[src/rtl/vm_pkg.sv]
// Shared types for the multi-product vending controller.
//   coin_e     : coin code used on both the coin slot and the change hopper
//   state_e    : controller state (IDLE, VEND, CHANGE)
//   coin_value : coin code -> value in 10-cent units (0 for none/invalid)
package vm_pkg;

    localparam int VM_COIN_W = 3;

    typedef enum logic [VM_COIN_W-1:0] {
        NONE = 3'd0,
        C1   = 3'd1,
        C2   = 3'd2,
        C5   = 3'd3,
        C10  = 3'd4,
        C20  = 3'd5
    } coin_e;

    typedef enum logic [1:0] {
        IDLE   = 2'd0,
        VEND   = 2'd1,
        CHANGE = 2'd2
    } state_e;

    function automatic logic [4:0] coin_value(input logic [VM_COIN_W-1:0] code);
        logic [4:0] v;
        case (code)
            3'd1:    v = 5'd1;
            3'd2:    v = 5'd2;
            3'd3:    v = 5'd5;
            3'd4:    v = 5'd10;
            3'd5:    v = 5'd20;
            default: v = 5'd0;
        endcase
        return v;
    endfunction

endpackage

[src/rtl/vending_ctrl_multi_if.sv]
// Front-end / actuator bundle of the vending controller.
//   coin_in, sel_in, cancel_in, refill_in : requests from coin slot and keypad
//   beverage_out, change_out               : dispenser and coin-hopper commands
//   coin_reject, sel_deny                  : one-cycle refusal pulses
//   sold_out, balance_out, busy            : status mirrors
// master = front end / bench side, slave = controller side.
interface vending_ctrl_multi_if #(
    parameter int NUM_PROD = 4,
    parameter int BAL_W    = 7
);
    localparam int SEL_W = $clog2(NUM_PROD + 1);

    logic [vm_pkg::VM_COIN_W-1:0] coin_in;
    logic [SEL_W-1:0]             sel_in;
    logic                         cancel_in;
    logic                         refill_in;
    logic [SEL_W-1:0]             beverage_out;
    logic [vm_pkg::VM_COIN_W-1:0] change_out;
    logic                         coin_reject;
    logic                         sel_deny;
    logic [NUM_PROD-1:0]          sold_out;
    logic [BAL_W-1:0]             balance_out;
    logic                         busy;

    modport master (
        output coin_in, sel_in, cancel_in, refill_in,
        input  beverage_out, change_out, coin_reject, sel_deny, sold_out, balance_out, busy
    );

    modport slave (
        input  coin_in, sel_in, cancel_in, refill_in,
        output beverage_out, change_out, coin_reject, sel_deny, sold_out, balance_out, busy
    );
endinterface

[src/rtl/vm_coin_picker.sv]
// Greedy change selector: returns the largest coin (20,10,5,2,1) that does
// not exceed the balance, plus its value. NONE/0 when balance is 0.
//   balance : current credit
//   code    : coin code to emit
//   value   : value of that coin
module vm_coin_picker
    import vm_pkg::*;
#(
    parameter int BAL_W = 7
) (
    input  logic [BAL_W-1:0] balance,
    output coin_e            code,
    output logic [BAL_W-1:0] value
);

    always_comb begin
        code = NONE;
        if      (balance >= BAL_W'(20)) code = C20;
        else if (balance >= BAL_W'(10)) code = C10;
        else if (balance >= BAL_W'(5))  code = C5;
        else if (balance >= BAL_W'(2))  code = C2;
        else if (balance >= BAL_W'(1))  code = C1;
        value = BAL_W'(coin_value(code));
    end

endmodule

[src/rtl/vending_ctrl_multi.sv]
// Multi-product vending controller with per-product stock, overflow-safe
// coin acceptance, cancel/refund and greedy one-coin-per-cycle change.
//   clk, rst_n : clock (rising edge) and asynchronous active-low reset
//   bus        : slave side of vending_ctrl_multi_if (requests in, actuator
//                commands and status out); every output is a register.
module vending_ctrl_multi
    import vm_pkg::*;
#(
    parameter int                        NUM_PROD     = 4,
    parameter int                        BAL_W        = 7,
    parameter int                        MAX_BAL      = 100,
    parameter logic [NUM_PROD*BAL_W-1:0] PRICES       = {7'd12, 7'd8, 7'd5, 7'd3},
    parameter int                        STOCK_W      = 4,
    parameter int                        STOCK_INIT   = 8,
    parameter int                        DISPENSE_CYC = 5
) (
    input logic                 clk,
    input logic                 rst_n,
    vending_ctrl_multi_if.slave bus
);

    localparam int SEL_W = $clog2(NUM_PROD + 1);
    localparam int TMR_W = (DISPENSE_CYC > 1) ? $clog2(DISPENSE_CYC) : 1;

    state_e               state, state_nx;
    logic [BAL_W-1:0]     balance, balance_nx;
    logic [STOCK_W-1:0]   stock [NUM_PROD];
    logic [STOCK_W-1:0]   stock_nx [NUM_PROD];
    logic [TMR_W-1:0]     timer, timer_nx;
    logic [SEL_W-1:0]     bev, bev_nx;
    coin_e                change_q, change_nx;
    logic                 rej, rej_nx, deny, deny_nx, busy_q, busy_nx;
    logic [NUM_PROD-1:0]  sold, sold_nx;

    logic [BAL_W-1:0]     price [NUM_PROD];
    logic                 sel_hit;
    logic [BAL_W-1:0]     sel_price;
    logic [STOCK_W-1:0]   sel_stock;
    coin_e                pick_code;
    logic [BAL_W-1:0]     pick_value;

    for (genvar g = 0; g < NUM_PROD; g++) begin : g_price
        assign price[g] = PRICES[g*BAL_W +: BAL_W];
    end

    vm_coin_picker #(.BAL_W(BAL_W)) u_picker (
        .balance (balance),
        .code    (pick_code),
        .value   (pick_value)
    );

    // Sum is formed one bit wider than the balance so the limit test can
    // never be fooled by wrap-around.
    function automatic logic coin_fits(input logic [BAL_W-1:0] bal,
                                       input logic [VM_COIN_W-1:0] code);
        logic [BAL_W:0] sum;
        sum = {1'b0, bal} + (BAL_W+1)'(coin_value(code));
        return sum <= (BAL_W+1)'(MAX_BAL);
    endfunction

    always_comb begin
        state_nx   = state;
        balance_nx = balance;
        timer_nx   = timer;
        bev_nx     = bev;
        change_nx  = NONE;
        rej_nx     = 1'b0;
        deny_nx    = 1'b0;
        sel_hit    = 1'b0;
        sel_price  = '0;
        sel_stock  = '0;
        for (int k = 0; k < NUM_PROD; k++) begin
            stock_nx[k] = stock[k];
            if (bus.sel_in == SEL_W'(k + 1)) begin
                sel_hit   = 1'b1;
                sel_price = price[k];
                sel_stock = stock[k];
            end
        end

        case (state)
            IDLE: begin
                // Coin beats cancel beats select; a select that loses is
                // silently dropped rather than denied.
                if (bus.coin_in != '0) begin
                    if (bus.coin_in > VM_COIN_W'(C20) || !coin_fits(balance, bus.coin_in))
                        rej_nx = 1'b1;
                    else
                        balance_nx = balance + BAL_W'(coin_value(bus.coin_in));
                end else if (bus.cancel_in) begin
                    if (balance != '0) state_nx = CHANGE;
                end else if (sel_hit) begin
                    if (balance >= sel_price && sel_stock != '0) begin
                        balance_nx = balance - sel_price;
                        state_nx   = VEND;
                        timer_nx   = '0;
                        bev_nx     = bus.sel_in;
                        for (int k = 0; k < NUM_PROD; k++)
                            if (bus.sel_in == SEL_W'(k + 1))
                                stock_nx[k] = stock[k] - STOCK_W'(1);
                    end else begin
                        deny_nx = 1'b1;
                    end
                end
            end
            VEND: begin
                rej_nx = (bus.coin_in != '0);
                if (timer == TMR_W'(DISPENSE_CYC - 1)) begin
                    bev_nx   = '0;
                    state_nx = (balance != '0) ? CHANGE : IDLE;
                end else begin
                    timer_nx = timer + TMR_W'(1);
                end
            end
            CHANGE: begin
                rej_nx = (bus.coin_in != '0);
                if (balance != '0) begin
                    change_nx  = pick_code;
                    balance_nx = balance - pick_value;
                    // Leave on the same edge that pays out the last coin.
                    if (balance == pick_value) state_nx = IDLE;
                end else begin
                    state_nx = IDLE;
                end
            end
            default: state_nx = IDLE;
        endcase

        // Refill overrides any decrement made above.
        if (bus.refill_in)
            for (int k = 0; k < NUM_PROD; k++) stock_nx[k] = STOCK_W'(STOCK_INIT);

        for (int k = 0; k < NUM_PROD; k++) sold_nx[k] = (stock_nx[k] == '0);
        busy_nx = (state_nx != IDLE);
    end

    always_ff @(posedge clk or negedge rst_n) begin
        if (!rst_n) begin
            state    <= IDLE;
            balance  <= '0;
            timer    <= '0;
            bev      <= '0;
            change_q <= NONE;
            rej      <= 1'b0;
            deny     <= 1'b0;
            sold     <= '0;
            busy_q   <= 1'b0;
            for (int k = 0; k < NUM_PROD; k++) stock[k] <= STOCK_W'(STOCK_INIT);
        end else begin
            state    <= state_nx;
            balance  <= balance_nx;
            timer    <= timer_nx;
            bev      <= bev_nx;
            change_q <= change_nx;
            rej      <= rej_nx;
            deny     <= deny_nx;
            sold     <= sold_nx;
            busy_q   <= busy_nx;
            for (int k = 0; k < NUM_PROD; k++) stock[k] <= stock_nx[k];
        end
    end

    assign bus.beverage_out = bev;
    assign bus.change_out   = change_q;
    assign bus.coin_reject  = rej;
    assign bus.sel_deny     = deny;
    assign bus.sold_out     = sold;
    assign bus.balance_out  = balance;
    assign bus.busy         = busy_q;

endmodule

[src/flat_wrapper.sv]
// flat-port wrapper written by rule: the top's interface ports become plain ports
module vending_ctrl_multi_flat import vm_pkg::*;
#(
    parameter int                        NUM_PROD     = 4,
    parameter int                        BAL_W        = 7,
    parameter int                        MAX_BAL      = 100,
    parameter logic [NUM_PROD*BAL_W-1:0] PRICES       = {7'd12, 7'd8, 7'd5, 7'd3},
    parameter int                        STOCK_W      = 4,
    parameter int                        STOCK_INIT   = 8,
    parameter int                        DISPENSE_CYC = 5
)
  (clk, rst_n, bus_coin_in, bus_sel_in, bus_cancel_in, bus_refill_in, bus_beverage_out, bus_change_out, bus_coin_reject, bus_sel_deny, bus_sold_out, bus_balance_out, bus_busy);
  vending_ctrl_multi_if #(.NUM_PROD(NUM_PROD), .BAL_W(BAL_W)) bus_i ();
  input logic clk;
  input logic rst_n;
  input wire logic [$bits(bus_i.coin_in)-1:0] bus_coin_in;
  input wire logic [$bits(bus_i.sel_in)-1:0] bus_sel_in;
  input wire logic [$bits(bus_i.cancel_in)-1:0] bus_cancel_in;
  input wire logic [$bits(bus_i.refill_in)-1:0] bus_refill_in;
  output wire logic [$bits(bus_i.beverage_out)-1:0] bus_beverage_out;
  output wire logic [$bits(bus_i.change_out)-1:0] bus_change_out;
  output wire logic [$bits(bus_i.coin_reject)-1:0] bus_coin_reject;
  output wire logic [$bits(bus_i.sel_deny)-1:0] bus_sel_deny;
  output wire logic [$bits(bus_i.sold_out)-1:0] bus_sold_out;
  output wire logic [$bits(bus_i.balance_out)-1:0] bus_balance_out;
  output wire logic [$bits(bus_i.busy)-1:0] bus_busy;
  assign bus_i.coin_in = bus_coin_in;
  assign bus_i.sel_in = bus_sel_in;
  assign bus_i.cancel_in = bus_cancel_in;
  assign bus_i.refill_in = bus_refill_in;
  assign bus_beverage_out = bus_i.beverage_out;
  assign bus_change_out = bus_i.change_out;
  assign bus_coin_reject = bus_i.coin_reject;
  assign bus_sel_deny = bus_i.sel_deny;
  assign bus_sold_out = bus_i.sold_out;
  assign bus_balance_out = bus_i.balance_out;
  assign bus_busy = bus_i.busy;
  vending_ctrl_multi #(.NUM_PROD(NUM_PROD), .BAL_W(BAL_W), .MAX_BAL(MAX_BAL), .PRICES(PRICES), .STOCK_W(STOCK_W), .STOCK_INIT(STOCK_INIT), .DISPENSE_CYC(DISPENSE_CYC)) u_core (.clk(clk), .rst_n(rst_n), .bus(bus_i));
endmodule
[config.mk]
export PLATFORM = sky130hd
export DESIGN_NAME = vending_ctrl_multi_flat
export DESIGN_NICKNAME = d
export VERILOG_FILES = /design/src/rtl/vm_pkg.sv /design/src/rtl/vending_ctrl_multi_if.sv /design/src/rtl/vm_coin_picker.sv /design/src/rtl/vending_ctrl_multi.sv /design/src/flat_wrapper.sv
export SDC_FILE = /design/constraint.sdc
export NUM_CORES = 1
export LEC_CHECK = 0
export BUFFER_PORTS_ARGS = -buffer_cell sky130_fd_sc_hd__buf_2
export CORE_MARGIN = 2
export CORE_UTILIZATION = 60
export DETAILED_ROUTE_END_ITERATION = 10
export MAX_ROUTING_LAYER = met4
export PLACE_DENSITY = 0.8
export SETUP_SLACK_MARGIN = 0.3
export SYNTH_ARGS = -nofsm -noshare
export SYNTH_HDL_FRONTEND = slang
export SYNTH_HIERARCHICAL = 1
export SYNTH_SLANG_ARGS = --single-unit
[constraint.sdc]
create_clock -name clk -period 3.35 [get_ports clk]
set_clock_uncertainty 0.05 [all_clocks]
set_input_delay 0.67 -clock clk [delete_from_list [all_inputs] [get_ports clk]]
set_output_delay 0.67 -clock clk [all_outputs]
set_load 0.05 [all_outputs]
=== Word-level counts from Yosys, hierarchy flattened ===
Index checks and enable logic that the tools add are counted.

* Register bits after elaboration: 41
* Bits of input ports: 10
* Output and inout port bits: 20
* Logic and storage cells: 150

* Add/sub/neg operators: 9
* $lt $le $gt $ge: 8
* Equality and inequality tests: 29
* Muxes and demuxes: 73
* Reduce and logical (&&, ||, !) cells: 18

{| class="wikitable"
|+ Operators with widths
! cell !! number
|-
| $mux W16 || 6
|-
| $pmux W5 S5 || 2
|-
| $mux W3 || 15
|-
| $mux W7 || 6
|-
| $mux W4 || 10
|-
| $mux W5 || 5
|-
| $mux W2 || 12
|-
| $eq A3 B2 Y1 const B || 6
|-
| $eq A3 B3 Y1 const B || 6
|-
| $reduce_and A6 Y1 || 3
|-
| $logic_not A4 Y1 || 4
|-
| $sub A4 B1 Y4 const B || 4
|-
| $pmux W7 S2 || 1
|-
| $mux W1 || 12
|-
| $pmux W3 S2 || 2
|-
| $eq A3 B1 Y1 const B || 3
|-
| $add A7 B5 Y8 || 1
|-
| $le A8 B7 Y1 const B || 1
|-
| $ne A2 B1 Y1 const B || 4
|-
| $add A7 B5 Y7 || 1
|-
| $eq A7 B5 Y1 || 1
|-
| $ge A7 B1 Y1 const B || 1
|-
| $ge A7 B2 Y1 const B || 1
|-
| $ge A7 B3 Y1 const B || 1
|-
| other kinds (24) || 29
|}

=== Longest topological paths before layout ===
Gate-level depths: netlist of the first run.

* Depth in word-level cells: 15
* Depth in mapped cells: 13
* Mapped depth without buffers: 12

=== Cells and area by module ===
The synthesis of the first run kept the hierarchy.

{| class="wikitable"
|+ By module, submodules not included
! module !! instances !! cells each !! area each (um^2) !! seq. area each (um^2)
|-
| vending_ctrl_multi || 1 || 358 || 3125.5 || 1031.0
|-
| vm_coin_picker || 1 || 27 || 157.7 || 0.0
|}

=== Least setup slack after synthesis of the first run ===
Ideal clock, no wire load.

* Kind: input to register
* Start point: in bus_sel_in[1]
* End point: reg u_core.balance[2], in the netlist u_core/bus.balance_out[2]
* Setup time: 125 ps
* Arrival: 3255 ps
* Data required time: 3175 ps
* Slack: -80 ps
* Stages: 11
* Path buffers: 1
* Cell sequence: buf_4 > or3b_4 > and2_1 > ha_1 > o21ai_0 > a21oi_1 > nor3_1 > nor2_1 > a21o_1 > nand3_2 > mux2_2

* Longest elaborated chain between the ends: 11

{| class="wikitable"
|+ Ends and longest elaborated chain
! what !! line !! text
|-
| start, declared || flat_wrapper.sv:17 || <nowiki>input wire logic [$bits(bus_i.sel_in)-1:0] bus_sel_in;</nowiki>
|-
| $eq A3 B1 Y1 || vending_ctrl_multi.sv:74 || <nowiki>if (bus.sel_in == SEL_W'(k + 1)) begin</nowiki>
|-
| $mux W2 || vending_ctrl_multi.sv:74 ||
|-
| $mux W3 || vending_ctrl_multi.sv:74 ||
|-
| $mux W4 (2 in a row) || vending_ctrl_multi.sv:74 ||
|-
| $sub A7 B4 Y7 || vending_ctrl_multi.sv:94 || <nowiki>balance_nx = balance - sel_price;</nowiki>
|-
| $mux W7 || vending_ctrl_multi.sv:93 || <nowiki>if (balance >= sel_price && sel_stock != '0) begin</nowiki>
|-
| $mux W7 || vending_ctrl_multi.sv:92 || <nowiki>end else if (sel_hit) begin</nowiki>
|-
| $mux W7 || vending_ctrl_multi.sv:90 || <nowiki>end else if (bus.cancel_in) begin</nowiki>
|-
| $mux W7 || vending_ctrl_multi.sv:85 || <nowiki>if (bus.coin_in != '0) begin</nowiki>
|-
| $pmux W7 S2 || vending_ctrl_multi.sv:81 || <nowiki>case (state)</nowiki>
|-
| end signal, assigned || vending_ctrl_multi.sv:151 || <nowiki>balance <= balance_nx;</nowiki>
|-
| end, declared || vending_ctrl_multi.sv:26 || <nowiki>logic [BAL_W-1:0] balance, balance_nx;</nowiki>
|}

Parallel ways exist; a longest one is shown, timed or not. The select of a mux whose other input is x is not followed.
A chain may end at the register's enable or synchronous reset.

=== Worst setup path in the final report of the first run ===
* Start point: in bus_sel_in[2]
* End point: reg u_core.bev[0], in the netlist u_core/bus.beverage_out[0]

* Longest elaborated chain between the ends: 9

{| class="wikitable"
|+ Ends and longest elaborated chain
! what !! line !! text
|-
| $eq A3 B1 Y1 || vending_ctrl_multi.sv:74 ||
|-
| $mux W2 or $mux W4 (tied branches) || vending_ctrl_multi.sv:74 ||
|-
| $mux W3 or $mux W4 (tied branches) || vending_ctrl_multi.sv:74 ||
|-
| $mux W4 (2 in a row) || vending_ctrl_multi.sv:74 ||
|-
| $ge A7 B4 Y1 or $reduce_bool A4 Y1 (tied branches) || vending_ctrl_multi.sv:93 ||
|-
| $logic_and A1 B1 Y1 || vending_ctrl_multi.sv:93 ||
|-
| $ne A2 B1 Y1 (no line) || - ||
|-
| $reduce_and A6 Y1 (no line) * || - ||
|-
| end signal, assigned || vending_ctrl_multi.sv:153 || <nowiki>bev <= bev_nx;</nowiki>
|-
| end, declared || vending_ctrl_multi.sv:30 || <nowiki>logic [SEL_W-1:0] bev, bev_nx;</nowiki>
|}

Mark *: on every way between the ends. The rest lies on a longest branch, timed or not.

==> qor.log, run 1 <==
qor: logic_synthesis.netlist_instances 385
qor: global_route.grt_first_pass_wirelength 12.7 mm
qor: setup_path.crit_path_start_kind input port
qor: clocking.clock_pin_slew_reported_for_the_worst_setup_and_hold_paths_after_clock_tree_synthesis 0.08 ns
qor: power_and_ir_drop.p_per_area 821 mW/mm^2
qor: setup_path.critical_path_arrival 3.08 ns
qor: placement.gp_routability_congestion 0.952
qor: clocking.cts_tree yes
qor: timing.timing.final.max_slew_violations 0
qor: timing.worst_hold_slack 0.440 ns
qor: clocking.htreeDepth 2
qor: timing.report.final.hold_viol_count 0
qor: drt.antenna_left 0
qor: global_route.global_routing_usage_summed_across_all_routing_layers 0.263
qor: floorplan.die_w 78.0 um
qor: setup_path.critical-path-max-stage-delay 0.43 ns
qor: placement.hpwl_after_detailed_placement 5.68 mm
qor: finish.multiInputGateArea 0.00212 sq mm
qor: setup_path.start_to_end_type_of_the_worst_setup_path input port to register
qor: drt.via_count 2941
qor: floorplan.floorplan.die_area 0.00608 sq mm
qor: logic_synthesis.synthDominantCellAreaShare 0.282
qor: placement.numPortBuffers 29
qor: clocking.ctsRootBufferMaster clkbuf_8
qor: setup_path.cp-end-kind register
qor: drt.detail_route.first_pass.iterations 5
qor: finish.postLayoutCoreUtil 0.709
qor: timing.layout_worst_path_cycle_share 0.887
qor: floorplan.initial_standard_cell_utilization_of_the_core 0.631
qor: logic_synthesis.syn_area_per_cell 8.53 sq um
qor: timing.grt_setup_unrepaired yes
qor: drt.wirelength 7.58 mm
qor: finish.final-seq-area 0.00103 sq mm
qor: logic_synthesis.synth_edf_count 0
qor: drt.avgViaCountPerCell 5.98
qor: power_and_ir_drop.total_power 3.03 mW
qor: logic_synthesis.synth.cells.most_frequent nor2_1, dfrtp_1, nand2_1, inv_1, ha_1
qor: global_route.antenna_found_initial 0
qor: global_route.largest_net_degree_at_the_start_of_global_routing 42
qor: setup_path.cp.required 3.46 ns
qor: timing.timing_worst_slew_pin_value 0.879 ns
qor: global_route.number_of_global_route_vias_before_repair 2807
qor: finish.n_fill_cell 429
qor: clocking.post_cts_hold_buffer_count 0
qor: drt.avgRoutedWirePerCell 15.4 um
qor: clocking.cts_num_sinks 41
qor: finish.share_of_cells_above_drive_strength_1 0.185
qor: logic_synthesis.synth_warnings 6
qor: finish.antenna_cells_inserted 0
qor: hold_path.timing.hold.worst.class input port to async pin
qor: logic_synthesis.ys_seq_area_frac 0.314
qor: logic_synthesis.synth_most_common_cell nor2_1
qor: clocking.clockBufferDepth 2
qor: timing.min_period 2.97 ns
qor: global_route.grt-ovfl-total 0
qor: logic_synthesis.yosys.area.top_type dfrtp_1
qor: power_and_ir_drop.max-vdd-ir-drop 0.000678 V
qor: timing.totalNegativeSetupSlack 0 ns
qor: logic_synthesis.synth_async_sr_flop_share 1.00
qor: logic_synthesis.synth.lib_cells_used.distinct 59
qor: flow_run.drv.max_cap_violation_count 0
qor: floorplan.floorplan.core_area 0.00520 sq mm
qor: finish.design.final.nets 460
qor: setup_path.cpMaxStageDelayCell or3b_4
qor: logic_synthesis.synth_flop_cell dfrtp_1
qor: floorplan.io_pins 30
qor: setup_path.crit_path_cell_trace buf_2 -> or3b_4 -> and2_4 -> ha_4 -> nand4_1 -> nand2_1 -> nor3_4 -> or3_1 -> buf_4 -> mux2i_1 -> o21ai_0
qor: setup_path.critical_path_peak_fanout 8
qor: logic_synthesis.netlist_area 0.00328 sq mm
qor: clocking.clk-insertion-delay-late 0.29 ns
qor: floorplan.rows 26
qor: timing.slew-limit-headroom 0.414
qor: logic_synthesis.synth.top_cells.by_area dfrtp_1, ha_1, nor2_1
qor: logic_synthesis.postSynthRegisterBits 41
qor: finish.area.growth.synth_to_final 12.5%
qor: drt.drt-initial-drc-count 193
qor: clocking.cts-buffers-inserted 5
qor: status.run_status complete, no violations
qor: timing.fmax 337 MHz
qor: power_and_ir_drop.power_leakage 1.70 nW
qor: drt.drc 0
qor: timing.total_of_endpoints_with_negative_setup_slack_in_the_final_report 0
qor: floorplan.die_height 78.0 um
[logic make-up after synthesis]
logic type / share of synthesized area
buffers and inverters: 0.0606
flip-flops: 0.314
adder cells (fa/ha/maj): 0.117
other: 0.00114
multiplexers: 0.0412
XOR/XNOR: 0.0507
AND/OR/NAND/NOR: 0.245
AO/OA/AOI/OAI: 0.170
[per-layer routing]
metal | up-vias | part of all wire | wire, um | track usage
met3 | 12 | 0.050 | 378 | 0.0442
met2 | 77 | 0.48 | 3610 | 0.419
met5 | - | 0 | 0 | -
met4 | 0 | 0.010 | 76 | 0.0649
li1 | 1439 | - | - | -
met1 | 1413 | 0.46 | 3510 | 0.353
[path summary, 6_finish.rpt]
path | startpoint | to | slack [ns] | depth (start not counted)
worst max-delay path | bus_sel_in[2] | u_core/bus.beverage_out[0]$_DFFE_PN0P_ | 0.38 | 11
worst min-delay path | rst_n | u_core/stock[8]$_DFF_PN0_ | 0.44 | 1
worst max register to register | u_core/bus.balance_out[1]$_DFFE_PN0P_ | u_core/bus.balance_out[5]$_DFFE_PN0P_ | 0.44 | 12
worst min register to register | u_core/stock[7]$_DFF_PN1_ | u_core/stock[7]$_DFF_PN1_ | 0.47 | 2
max in group asynchronous | rst_n | u_core/bus.balance_out[2]$_DFFE_PN0P_ | 2.21 | 1
min in group clk | u_core/stock[7]$_DFF_PN1_ | u_core/stock[7]$_DFF_PN1_ | 0.47 | 2
[worst max-delay path, delay by kind of cell]
family	cells	cell delay, ns
AND/OR/NAND/NOR	6	1.48
buffers and inverters	2	0.36
adder cells (fa/ha/maj)	1	0.24
multiplexers	1	0.20
AO/OA/AOI/OAI	1	0.12
[cell type report]
| class | count | share of cell area |
|---|---|---|
| clock inverters | 2 | 0.00373 |
| well taps | 70 | 0.0237 |
| clock buffers | 6 | 0.0224 |
| multi-input cells | 300 | 0.573 |
| inverters | 31 | 0.0315 |
| repair buffers | 42 | 0.0657 |
| flip-flops and latches | 41 | 0.280 |
[state kept, by name, indices dropped and copies added (netlist names)]
| name | flops |
|---|---|
| u_core/bus.balance_out | 7 |
| u_core/bus.beverage_out | 3 |
| u_core/bus.busy | 1 |
| u_core/bus.change_out | 3 |
| u_core/bus.coin_reject | 1 |
| u_core/bus.sel_deny | 1 |
| u_core/bus.sold_out | 4 |
| u_core/state | 2 |
| u_core/stock | 16 |
| u_core/timer | 3 |
[per-stage QoR]
| stage | instance area, sq um | setup slack [ns] | instances |
|---|---|---|---|
| 2_1_floorplan | 3330 | 0.298 | 386 |
| 3_3_place_gp | 3570 | 0.170 | 484 |
| 3_5_place_dp | 3570 | 0.0765 | 484 |
| 4_1_cts | 3660 | 0.384 | 492 |
| 5_1_grt | 3690 | 0.278 | 492 |
| 6_report | 3690 | 0.379 | 492 |
[report_power, final]
part | total, mW | switching, mW | internal (mW)
clock network | 0.350 | 0.182 | 0.167
logic | 2.00 | 1.25 | 0.747
registers | 0.686 | 0.0985 | 0.587
total | 3.03 | 1.53 | 1.50
[what timing repair did]
item                                    CTS  global route
buffers inserted                          0             0
resized for setup                         0             8
endpoints found under the setup margin    0             8
[cell usage in the layout (no fill, tap or decap), types with 6 or more instances in the layout]
master,Yosys,layout
nor2_1,40,39
mux2i_1,9,9
xor2_1,8,8
buf_4,4,13
nand3_1,8,8
dfrtp_1,37,36
clkbuf_8,0,6
nand2_1,33,33
or3_1,6,6
nor3_1,11,10
ha_1,26,24
a21oi_1,23,21
buf_2,0,29
nand2b_1,11,10
o21ai_0,22,20
xnor2_1,11,11
inv_1,31,31
(Power assumes the default switching activity.)
==> run 2: changes to the inputs <==
Settings changed: CORE_ASPECT_RATIO from default to 0.8.
==> qor.log, run 2 (synthesis gave the netlist of run 1 again) <==
qor: status.run_status complete, no violations
qor: setup_path.critical_path_arrival 3.16 ns [+0.08 ns]
qor: clocking.clk-insertion-delay-late 0.30 ns [about the same]
qor: finish.final_cell_mix nor2_1, dfrtp_1, nand2_1
qor: floorplan.initial_standard_cell_utilization_of_the_core 0.611 [-0.0200]
qor: finish.max_flop_register u_core/stock
qor: timing.worst_hold_slack 0.434 ns [-0.00624 ns]
qor: floorplan.floorplan.core_area 0.00538 sq mm [+3.3%]
qor: clocking.clock_pin_slew_reported_for_the_worst_setup_and_hold_paths_after_clock_tree_synthesis 0.08 ns [about the same]
qor: drt.wirelength 7.80 mm [+2.9%]
qor: setup_path.cp.required 3.49 ns [+0.03 ns]
qor: drt.antenna_left 0 [unchanged]
qor: finish.design_area 0.00371 sq mm [+0.54%]
qor: setup_path.crit_path_start_kind input port
qor: clocking.ctsRootBufferMaster clkbuf_8
qor: power_and_ir_drop.max-vdd-ir-drop 0.000578 V [-15%]
qor: setup_path.worstRegToRegCells 13 [+1]
qor: finish.design.final.nets 459 [-0.22%]
qor: finish.antenna_cells_inserted 0 [unchanged]
qor: clocking.cts_num_sinks 41 [unchanged]
qor: clocking.postCtsSetupRepairBufs 0 [unchanged]
qor: global_route.global_routing_usage_summed_across_all_routing_layers 0.266 [+0.00274]
qor: setup_path.cp-end-kind register
qor: timing.layout_worst_path_cycle_share 0.902 [+0.0148]
qor: global_route.grt-ovfl-total 0 [unchanged]
qor: finish.share_of_cells_above_drive_strength_1 0.181 [-0.00431]
qor: placement.gp_routability_congestion 0.903 [-5.2%]
qor: drt.avgRoutedWirePerCell 16.1 um [+4.1%]
qor: drt.drc 0 [unchanged]
qor: drt.via_count 2931 [-0.34%]
qor: power_and_ir_drop.p_per_area 839 mW/mm^2 [+2.2%]
qor: floorplan.floorplan.die_area 0.00608 sq mm [about the same]
qor: setup_path.critical_path_peak_fanout 8 [unchanged]
qor: floorplan.die_w 86.7 um [+11%]
qor: global_route.largest_net_degree_at_the_start_of_global_routing 42 [unchanged]
qor: setup_path.reg2reg_setup_slack 0.43 ns [about the same]
qor: finish.largest_register_ffs 16 [unchanged]
qor: timing.report.final.hold_viol_count 0 [unchanged]
qor: clocking.htreeDepth 2 [unchanged]
qor: timing.min_period 3.02 ns [+0.0497 ns]
qor: timing.timing_worst_slew_pin_value 0.871 ns [-0.00709 ns]
qor: timing.totalNegativeSetupSlack 0 ns [unchanged]
qor: timing.grt_setup_unrepaired yes
qor: power_and_ir_drop.power_leakage 1.69 nW [-0.39%]
qor: drt.detail_route.first_pass.iterations 5 [unchanged]
qor: global_route.grt_first_pass_wirelength 12.6 mm [-0.54%]
qor: global_route.number_of_global_route_vias_before_repair 2668 [-5.0%]
qor: drt.drt-initial-drc-count 213 [+10%]
qor: clocking.cts_tree yes
qor: clocking.cts-buffers-inserted 5 [unchanged]
qor: timing.total_of_endpoints_with_negative_setup_slack_in_the_final_report 0 [unchanged]
qor: setup_path.reg2reg_from u_core/bus.balance_out[1]$_DFFE_PN0P_
qor: timing.slew-limit-headroom 0.419 [+0.00473]
qor: floorplan.rows 24 [-7.7%]
qor: finish.area.growth.synth_to_final 13.1%
qor: flow_run.drv.max_cap_violation_count 0 [unchanged]
qor: finish.most_common_cell_after_layout_fill_and_taps_aside nor2_1
qor: setup_path.r2r-end u_core/bus.balance_out[5]$_DFFE_PN0P_
qor: floorplan.die_height 70.2 um [-10%]
qor: hold_path.timing.hold.worst.class input port to async pin
qor: clocking.clockBufferDepth 2 [unchanged]
qor: drt.avgViaCountPerCell 6.03 [+0.89%]
qor: placement.numPortBuffers 29 [unchanged]
qor: placement.place_area 0.00355 sq mm [-0.39%]
qor: timing.fmax 331 MHz [-1.6%]
qor: placement.hpwl_after_detailed_placement 5.72 mm [+0.73%]
qor: setup_path.start_to_end_type_of_the_worst_setup_path input port to register
qor: timing.timing.final.max_slew_violations 0 [unchanged]
qor: floorplan.io_pins 30 [unchanged]
qor: global_route.antenna_found_initial 0 [unchanged]
## run 2: changes by cell type in the layout (fill, tap and decap cells not counted), sizes merged
| cell | delta |
|---|---|
| clkbuf | -1 |
| clkinvlp | +1 |
| clkinv | -1 |
| bufinv | +1 |
| buf | -1 |
## run 2: how the worst max path moves through the flow
stage / from / endpoint / slack (ns)
2_1_floorplan: bus_sel_in[1] / u_core/bus.sold_out[0]$_DFF_PN0_ / 0.30
3_3_place_gp: bus_sel_in[2] / u_core/bus.sold_out[0]$_DFF_PN0_ / 0.09
3_5_place_dp: bus_coin_in[0] / u_core/bus.balance_out[1]$_DFFE_PN0P_ / 0.03
4_1_cts: bus_coin_in[0] / u_core/bus.balance_out[1]$_DFFE_PN0P_ / 0.34
5_1_grt: bus_sel_in[2] / u_core/bus.balance_out[1]$_DFFE_PN0P_ / 0.24
6_report: bus_sel_in[2] / u_core/bus.balance_out[1]$_DFFE_PN0P_ / 0.33
## run 2: routing by layer
layer	global-route usage	vias to the layer above	routed length, um
li1	-	1430	-
met1	0.382	1382	3690
met2	0.388	105	3470
met3	0.0638	14	536
met4	0.0486	0	100
met5	-	-	0
## run 2: where the power goes
part,internal [mW],switching [mW]
clock,0.223,0.181
combinational,0.754,1.27
sequential,0.589,0.103
total,1.57,1.55
## run 2: cell type report
| cell class | instances | area, sq um |
|---|---|---|
| Tap cell | 65 | 81.3 |
| Clock inverter | 3 | 46.3 |
| Clock buffer | 5 | 68.8 |
| Fill cell | 415 | 1660 |
| Multi-Input combinational cell | 300 | 2130 |
| Sequential cell | 41 | 1030 |
| Inverter | 31 | 116 |
| Timing Repair Buffer | 41 | 235 |
## run 2: metrics by stage
step,setup slack (ns),utilization,cells,power (mW)
2_1_floorplan,0.298,-,386,2.15
3_3_place_gp,0.0909,0.661,478,2.56
3_5_place_dp,0.0267,0.661,478,2.60
4_1_cts,0.337,0.683,486,3.01
5_1_grt,0.236,0.691,486,3.34
6_report,0.329,0.691,486,3.12
## run 2: worst max-delay path, stage by stage
cell,delay [ns]
buf_2,0.16
or3b_4,0.44
and2_4,0.17
ha_4,0.24
nand4_1,0.10
nand2_1,0.09
nor3_4,0.38
nor2_1,0.14
a21o_1,0.26
nand3_4,0.15
mux2_2,0.35
## run 2: what timing repair did
| action | CTS | global route |
|---|---|---|
| hold buffers | 0 | 0 |
| gates resized for setup | 0 | 10 |
| setup endpoints to repair | 0 | 15 |
==> run 3: changes to the inputs <==
==> constraint.sdc (replaced) <==
create_clock -name clk -period 3.35 [get_ports clk]
set_clock_uncertainty 0.05 [all_clocks]
set_input_delay 0.5025 -clock clk [delete_from_list [all_inputs] [get_ports clk]]
set_output_delay 0.5025 -clock clk [all_outputs]
set_load 0.05 [all_outputs]
==> qor.log, run 3 (synthesis gave the netlist of run 1 again) <==
qor: placement.gp_routability_congestion 0.901 [-0.22%]
qor: setup_path.reg2reg_from u_core/bus.balance_out[0]$_DFFE_PN0P_
qor: timing.layout_setup_ws 0.433 ns [+0.104 ns]
qor: timing.min_period 2.92 ns [-0.104 ns]
qor: timing.totalNegativeSetupSlack 0 ns [unchanged]
qor: finish.design.final.nets 459 [unchanged]
qor: clocking.clockBufferDepth 2 [unchanged]
qor: clocking.htreeDepth 2 [unchanged]
qor: power_and_ir_drop.power_leakage 1.69 nW [-0.13%]
qor: drt.avgViaCountPerCell 5.98 [-0.85%]
qor: hold_path.timing.hold.worst.class input port to async pin
qor: clocking.clk-insertion-delay-late 0.29 ns [about the same]
qor: timing.grt_setup_unrepaired yes
qor: floorplan.floorplan.core_area 0.00538 sq mm [unchanged]
qor: setup_path.critical_path_arrival 3.05 ns [-0.11 ns]
qor: power_and_ir_drop.p_per_area 831 mW/mm^2 [-0.94%]
qor: flow_run.drv.max_cap_violation_count 0 [unchanged]
qor: global_route.antenna_found_initial 0 [unchanged]
qor: clocking.cts-buffers-inserted 5 [unchanged]
qor: setup_path.worstRegToRegCells 10 [-3]
qor: timing.total_of_endpoints_with_negative_setup_slack_in_the_final_report 0 [unchanged]
qor: drt.antenna_left 0 [unchanged]
qor: drt.via_count 2906 [-0.85%]
qor: drt.avgRoutedWirePerCell 15.8 um [-1.3%]
qor: global_route.number_of_global_route_vias_before_repair 2883 [+8.1%]
qor: timing.timing.final.max_slew_violations 0 [unchanged]
qor: floorplan.initial_standard_cell_utilization_of_the_core 0.611 [unchanged]
qor: timing.worst_hold_slack 0.273 ns [-0.161 ns]
qor: setup_path.crit_path_start_kind input port
qor: setup_path.timing.critical_path.buf_inv 1 [unchanged]
qor: floorplan.io_pins 30 [unchanged]
qor: placement.numPortBuffers 29 [unchanged]
qor: floorplan.floorplan.die_area 0.00608 sq mm [unchanged]
qor: placement.hpwl_after_detailed_placement 5.80 mm [+1.5%]
qor: finish.max_flop_register u_core/stock
qor: clocking.clock_pin_slew_reported_for_the_worst_setup_and_hold_paths_after_clock_tree_synthesis 0.08 ns [about the same]
qor: setup_path.reg2reg_setup_slack 0.49 ns [+0.06 ns]
qor: global_route.grt-ovfl-total 0 [unchanged]
qor: setup_path.cp-end-kind register
qor: clocking.cts_tree yes
qor: power_and_ir_drop.max-vdd-ir-drop 0.000325 V [-44%]
qor: setup_path.critical-path-max-stage-delay 0.43 ns [about the same]
qor: finish.largest_register_ffs 16 [unchanged]
qor: setup_path.cp.required 3.48 ns [about the same]
qor: setup_path.crit_path_cell_trace buf_2 -> or3b_4 -> and2_1 -> ha_4 -> o21ai_0 -> a21oi_2 -> nor3_4 -> nor4_4 -> mux2_2 -> and2_0 -> and4_1
qor: placement.place_ws 0.0907 ns [+0.0640 ns]
qor: status.run_status complete, no violations
qor: timing.fmax 343 MHz [+3.6%]
qor: drt.wirelength 7.70 mm [-1.3%]
qor: finish.n_fill_cell 439 [+5.8%]
qor: finish.final_cell_mix nor2_1, dfrtp_1, nand2_1
qor: setup_path.start_to_end_type_of_the_worst_setup_path input port to register
qor: setup_path.cpLargestDelayFamily simple AND/OR/NAND/NOR gates
qor: floorplan.die_w 86.7 um [unchanged]
qor: global_route.largest_net_degree_at_the_start_of_global_routing 42 [unchanged]
qor: drt.drt-initial-drc-count 148 [-31%]
qor: drt.drc 0 [unchanged]
qor: floorplan.rows 24 [unchanged]
qor: timing.report.final.hold_viol_count 0 [unchanged]
qor: timing.slew-limit-headroom 0.411 [-0.00819]
qor: finish.share_of_cells_above_drive_strength_1 0.166 [-0.0143]
qor: setup_path.critical_path_peak_fanout 8 [unchanged]
qor: global_route.global_routing_usage_summed_across_all_routing_layers 0.279 [+0.0129]
qor: clocking.cts_num_sinks 41 [unchanged]
qor: finish.area.growth.synth_to_final 12.2%
qor: timing.timing_worst_slew_pin_value 0.884 ns [+0.0123 ns]
qor: finish.antenna_cells_inserted 0 [unchanged]
qor: finish.most_common_cell_after_layout_fill_and_taps_aside nor2_1
qor: setup_path.cpMaxStageDelayCell or3b_4
qor: clocking.ctsRootBufferMaster clkbuf_8
qor: drt.detail_route.first_pass.iterations 5 [unchanged]
qor: floorplan.die_height 70.2 um [unchanged]
qor: setup_path.r2r-end u_core/bus.balance_out[1]$_DFFE_PN0P_
qor: timing.layout_worst_path_cycle_share 0.871 [-0.0310]
qor: global_route.grt_first_pass_wirelength 13.2 mm [+4.9%]
-- run 3: final cells by class --
class / count / area (sq um) / area share
tap: 65 / 81.3 / 0.0221
multi-input combinational: 300 / 2100 / 0.570
clock inverter: 2 / 37.5 / 0.0102
inverter: 31 / 116 / 0.0316
timing repair buffer: 41 / 235 / 0.0638
sequential: 41 / 1030 / 0.280
clock buffer: 6 / 82.6 / 0.0224
-- run 3: timing repair --
| action | in CTS | in global routing |
|---|---|---|
| gates resized for setup | 0 | 3 |
| endpoints found under the setup margin | 0 | 3 |
| endpoints found under the hold margin | 0 | 0 |
| setup buffers | 0 | 1 |
| hold buffers | 0 | 0 |
-- run 3: how the worst max path moves through the flow --
stage	startpoint	to	slack, ns	depth (start not counted)
floorplan	u_core/bus.balance_out[1]$_DFFE_PN0P_	u_core/bus.balance_out[3]$_DFFE_PN0P_	0.30	9
global placement	bus_sel_in[2]	u_core/bus.sold_out[0]$_DFF_PN0_	0.21	11
detailed placement	bus_sel_in[2]	u_core/bus.sold_out[0]$_DFF_PN0_	0.09	11
CTS	bus_sel_in[2]	u_core/bus.sold_out[0]$_DFF_PN0_	0.40	11
global route	u_core/bus.balance_out[1]$_DFFE_PN0P_	u_core/bus.balance_out[5]$_DFFE_PN0P_	0.27	13
finish	bus_sel_in[2]	u_core/bus.sold_out[0]$_DFF_PN0_	0.43	11
-- run 3: routing by layer --
layer	share of wire	global-route usage
met3	0.054	0.0544
met1	0.48	0.379
met5	0	-
met2	0.46	0.436
met4	0.015	0.0608
-- run 3: through the flow --
step / area (sq um) / power (mW) / utilization / std cells
after detailed placement: 3540 / 2.60 / 0.659 / 477
after floorplan: 3310 / 2.14 / - / 386
after global placement: 3540 / 2.54 / 0.659 / 477
final: 3680 / 3.06 / 0.686 / 486
after global routing: 3680 / 3.30 / 0.686 / 486
after CTS: 3660 / 3.01 / 0.681 / 485
-- run 3: where the power goes --
part | internal (mW) | leakage (nW) | switching [mW] | total [mW]
registers | 0.587 | 0.515 | 0.106 | 0.693
logic | 0.733 | 1.12 | 1.23 | 1.96
clock network | 0.242 | 0.0574 | 0.169 | 0.411
